[src/rtl/jtgng_objscan.sv]
// Object scanner: walks every object slot of the sprite table once per
// active line, PXLMAX+1 pixel clocks per object, gated by a per-line
// timing PROM (SEATM_b enables the scan, DISPTM_b is passed through).
module jtgng_objscan #(
  parameter int OBJW = 5,
  parameter int PXLW = 4,
  parameter int VW   = 8
) (
  input  logic            rst,
  input  logic            clk,
  input  logic            cen,
  input  logic [VW-1:0]   V,
  input  logic            HINIT,
  input  logic            mode_desc,
  output logic [PXLW-1:0] pxlcnt,
  output logic [OBJW-1:0] objcnt,
  output logic            line,
  output logic            busy,
  output logic            obj_start,
  output logic            done,
  output logic            SEATM_b,
  output logic            DISPTM_b,
  input  logic [VW-1:0]   prog_addr,
  input  logic            prog_we,
  input  logic [1:0]      prog_din
);

  localparam logic [OBJW-1:0] OBJMAX = '1;
  localparam logic [PXLW-1:0] PXLMAX = '1;

  typedef enum logic {IDLE, SCAN} state_t;

  state_t          state_reg, state_next;
  logic [PXLW-1:0] pxl_reg, pxl_next;
  logic [OBJW-1:0] obj_reg, obj_next;
  logic            line_reg, line_next;
  logic            done_reg, done_next;
  logic            desc_reg, desc_next;
  logic [1:0]      prom_reg;
  logic [OBJW-1:0] last_obj;

  // Timing PROM storage; blank (all ones) until loaded through the prog port.
  logic [1:0] mem [0:(2**VW)-1] = '{default: 2'b11};

  // PROM load port: free-running, untouched by reset or the pixel enable.
  always_ff @(posedge clk) begin
    if (prog_we) mem[prog_addr] <= prog_din;
  end

  // PROM read register: one pixel clock of latency; a coincident write is
  // not visible until the following read.
  always_ff @(posedge clk) begin
    if (rst)      prom_reg <= 2'b11;
    else if (cen) prom_reg <= mem[V];
  end

  assign SEATM_b  = prom_reg[0];
  assign DISPTM_b = prom_reg[1];

  // The final object depends on the scan direction latched at line start.
  assign last_obj = desc_reg ? '0 : OBJMAX;

  // Scan state registers, advanced once per pixel clock.
  always_ff @(posedge clk) begin
    if (rst) begin
      state_reg <= IDLE;
      pxl_reg   <= '0;
      obj_reg   <= '0;
      line_reg  <= 1'b0;
      done_reg  <= 1'b0;
      desc_reg  <= 1'b0;
    end else if (cen) begin
      state_reg <= state_next;
      pxl_reg   <= pxl_next;
      obj_reg   <= obj_next;
      line_reg  <= line_next;
      done_reg  <= done_next;
      desc_reg  <= desc_next;
    end
  end

  // Next-state logic: line start wins over pixel/object stepping and completion.
  always_comb begin
    state_next = state_reg;
    pxl_next   = pxl_reg;
    obj_next   = obj_reg;
    line_next  = line_reg;
    done_next  = 1'b0;
    desc_next  = desc_reg;
    if (HINIT) begin
      pxl_next   = '0;
      obj_next   = mode_desc ? OBJMAX : '0;
      line_next  = ~line_reg;
      state_next = SEATM_b ? IDLE : SCAN;
      desc_next  = mode_desc;
    end else if (state_reg == SCAN) begin
      if (pxl_reg != PXLMAX) begin
        pxl_next = pxl_reg + 1'b1;
      end else if (obj_reg != last_obj) begin
        pxl_next = '0;
        obj_next = desc_reg ? obj_reg - 1'b1 : obj_reg + 1'b1;
      end else begin
        pxl_next   = '0;
        state_next = IDLE;
        done_next  = 1'b1;
      end
    end
  end

  assign pxlcnt    = pxl_reg;
  assign objcnt    = obj_reg;
  assign line      = line_reg;
  assign busy      = (state_reg == SCAN);
  assign done      = done_reg;
  assign obj_start = busy & (pxl_reg == '0);

endmodule

[config.mk]
export PLATFORM = sky130hd
export DESIGN_NAME = jtgng_objscan
export DESIGN_NICKNAME = d
export VERILOG_FILES = /design/src/rtl/jtgng_objscan.sv
export SDC_FILE = /design/constraint.sdc
export NUM_CORES = 1
export LEC_CHECK = 0
export BUFFER_PORTS_ARGS = -buffer_cell sky130_fd_sc_hd__buf_2
export CAP_MARGIN = 20
export CORE_MARGIN = 3
export CORE_UTILIZATION = 31
export DETAILED_ROUTE_END_ITERATION = 12
export GPL_TIMING_DRIVEN = 0
export PLACE_DENSITY_LB_ADDON = 0.1
export SLEW_MARGIN = 20
export SYNTH_ARGS = -nofsm -noshare
export SYNTH_HDL_FRONTEND = slang
export SYNTH_SLANG_ARGS = --single-unit
[constraint.sdc]
create_clock -name clk -period 2.3 [get_ports clk]
set_input_delay 0.115 -clock clk [delete_from_list [all_inputs] [get_ports clk]]
set_output_delay 0.115 -clock clk [all_outputs]
set_load 0.05 [all_outputs]
==> metrics.md <==
| Metric | Value |
|---|---|
| DRC | 0 |
| Syn Std Cell Area | 22000 um^2 |
| Worst slew margin | 0.174 |
| Clock slew at reported path FFs | 60 ps |
| Synth Area in Compound Gates | 0.0381 |
| Startpoint Class | input pin |
| RR Endpoint | prom_reg[0] |
| Worst hold path cell count | 1 |
| Gr ovfl total | 0 |
| DPL Wire Length | 46500 um |
| Die H | around 270 um |
| Min Hold Slack | -23.5 ps |
| Failing checks | hold timing, setup timing |
| Clk buf depth | 3 |
| Synth Net Count | 1405 |
| Synth Warn # | 0 |
| Seq cells post-synth | 527 |
| PD cells | about 820 nW/um^2 |
| Worst path arrival time | about 2800 ps |
| Syn-to-layout area delta | 15.2% |
| Adder-Cell Fraction of Synth Area | 0.00375 |
| Vias in the first global route | 13.3k |
| CP max FO | 10 |
| Combinational cell fraction of total power | 0.062 |
| Layout Utilization | 0.361 |
| Core Region | 70300 um^2 |
| Final hold vios | 7 |
| Post-synthesis xor/xnor area fraction | 0.00199 |
| Layout Nets | ~1.5k |
| Worst Tran Pin Value | ~1200 ps |
| Highest Clock Rate | 425 MHz |
| Die Wd | 273 um |
| Worst Hold Class | input pin to register |
| Leakage | 7.81 nW |
| Largest family of logic cells by synthesized area | multiplexers |
| CTS sink count | 527 |
| Crit. End Element | register |
| Layout cells sized above 1 | 0.183 |
| Root Driver | clkbuf_16 |
| Hold path endpoint | mem[119][1] |
| Starting DRC count in detailed routing | between 1k and 1.5k |
| Pre-CTS setup slack | -878 ps |
| Final ANT Viol Nets | 0 |
| Register area share after synthesis | 0.711 |
| Die footprint | around 74000 um^2 |
| Vias | 12.8k |
| Row count | 97 |
| Switching Fraction | 0.225 |
| Wirelength per Cell | 28.3 um |
| Initial Utilization | 0.314 |
| CTS H-Tree Depth | 2 |
| Reg2reg start | mem[190][0] |
| CTS tree | yes |
| R2R Setup Slk | 90 ps |
| Post-synth top flop | edfxtp_1 |
| Max VDD drop | between 0.0005 and 0.0006 V |
| Cells after synthesis | approximately 1.4k |
| Sequential Power Share | 0.510 |
| Hold_sp | prog_din[1] |
| Commonest non-fill, non-tap cells in the layout | edfxtp_1 (512), nor2_1 (295), mux4_2 (104), clkbuf_16 (61), clkbuf_1 (59) |
| Period Utilization, post-route | 1.02 |
| Largest net degree at the start of global routing | between 100 and 150 |
| RSZ-0062 raised after global routing | false |
| Simple-Gate Fraction of Synth Area | 0.0894 |
| Syn_area_per_cell | 16.0 um^2 |
| Non-Filler Instances | 2457 |
| FF-to-FF path depth | 6 |
| I/O Buffers | 28 |
| Critical path type | input pin to register |
| Initial antenna violation count | 5 |
| GRT Total Usage | 0.187 |
| 1st-pass router iterations | 5 |
| Routed WL | slightly below 70000 um |
| Via density | a little over 5 |
| Cell count after placement | 2347 |
| Fin. max-slew vios | 0 |
| Clock power frac | 0.428 |
| Final setup vio count | 2 |
| Final critical-path required period | 2350 ps |
| Worst Skew | 12.1 ps |
| FFs w/ async S/R, synth | 0 |
| Reg with most FFs | mem |
| Most common cell after layout, fill and taps aside | edfxtp_1 |
| Max reg flops | ~510 |
| Final RePlAce weighted congestion | 0.802 |
| Min setup slack post-route | -51.2 ps |
| Max Cap Viol | 0 |
| Status | finished with violations |
| Boundary Pins | 39 |
| Pint | 0.0161 W |
| Number of flops mapped to enable cells by yosys | 512 |
| Setup bufs post-CTS | 0 |
| Psw | 0.00468 W |
| Setup TNS after final layout | -96.3 ps |
| Synth unique cells | 55 |
| CP required | around 2800 ps |
| Number of CTS-inserted buffers | 59 |
| First-pass GRT wire length | 98000 um |
| Worst-Skew Late Latency | ~620 ps |
| Post-synthesis mux area share | 0.132 |
routing by layer:
| layer | global-route usage | vias up | wire length, um |
|---|---|---|---|
| met4 | 0.0555 | 4 | 2070 |
| li1 | - | 5553 | - |
| met2 | 0.300 | 399 | 32400 |
| met1 | 0.256 | 6709 | 30700 |
| met5 | 0 | - | 27 |
| met3 | 0.0378 | 108 | 4360 |
through the flow:
| step | cell area (um^2) | power (W) |
|---|---|---|
| detailed placement | 23500 | 0.0121 |
| finish | 25400 | 0.0208 |
| CTS | 25400 | 0.0210 |
| floorplan | 22000 | 0.0114 |
| global route | 25400 | 0.0214 |
| global placement | 23400 | 0.0121 |
kinds of logic after synthesis:
logic type | count (synthesis)
buffers and inverters | 102
AO/OA/AOI/OAI | 120
XOR/XNOR | 5
multiplexers | 159
flip-flops | 527
adder cells (fa/ha/maj) | 6
AND/OR/NAND/NOR | 456
power groups by stage:
stage | clock network, W | registers, W | logic (W)
global placement | 0 | 0.0108 | 0.00126
finish | 0.00888 | 0.0106 | 0.00130
global route | 0.00947 | 0.0106 | 0.00137
detailed placement | 0 | 0.0108 | 0.00129
CTS | 0.00909 | 0.0106 | 0.00130
floorplan | 0 | 0.0108 | 0.000633
synth_stat cells, types with 7 or more instances:
cell type / instances / area [um^2]
nor3_1: 13 / 65.1
a22oi_1: 22 / 165
clkbuf_1: 61 / 229
buf_2: 11 / 55.1
nor2_1: 295 / 1110
edfxtp_1: 512 / 15400
buf_6: 10 / 113
a21oi_1: 22 / 110
mux2_2: 8 / 90.1
dfxtp_1: 15 / 300
nand2_1: 39 / 146
nand4_1: 11 / 68.8
mux2i_1: 47 / 470
nor2b_1: 20 / 125
nand2b_1: 7 / 43.8
o221ai_1: 10 / 87.6
nand3_1: 47 / 235
inv_1: 7 / 26.3
mux4_2: 104 / 2340
o21ai_0: 17 / 85.1
repair_timing:
action	4_1_cts	5_1_grt
endpoints found under the hold margin	56	0
setup endpoints to repair	2	2
resized for setup	8	9
pin swaps	0	1
hold buffers	5	0
critical path, stage by stage:
cell      delay [ps]
clkbuf_1         770
nor3b_1         1070
o221ai_1         330
nand4_1          200
a211o_1          210
o311ai_1         120
area by class of cell:
| cell class | count | area, um^2 |
|---|---|---|
| buffer | 94 | 531 |
| inverter | 8 | 30.0 |
| clock buffer | 74 | 1580 |
| clock inverter | 29 | 209 |
| sequential | 527 | 15700 |
| tap | 940 | 1180 |
| timing repair buffer | 37 | 320 |
| multi-input combinational | 746 | 5880 |
| antenna | 2 | 5.00 |
| fill | 6705 | 44900 |
worst max-delay path by stage:
| stage | cells past startpoint | endpoint | start | slack, ps |
|---|---|---|---|---|
| floorplan | 6 | objcnt[1] | objcnt[0] | 310 |
| global placement | 1 | mem[188][0] | prog_din[0] | -2330 |
| detailed placement | 8 | prom_reg[0] | V[4] | -880 |
| CTS | 8 | prom_reg[0] | V[4] | 6 |
| global route | 6 | objcnt[4] | desc_reg | 10 |
| finish | 6 | prom_reg[0] | V[6] | -50 |
(Power assumes the default switching activity.)
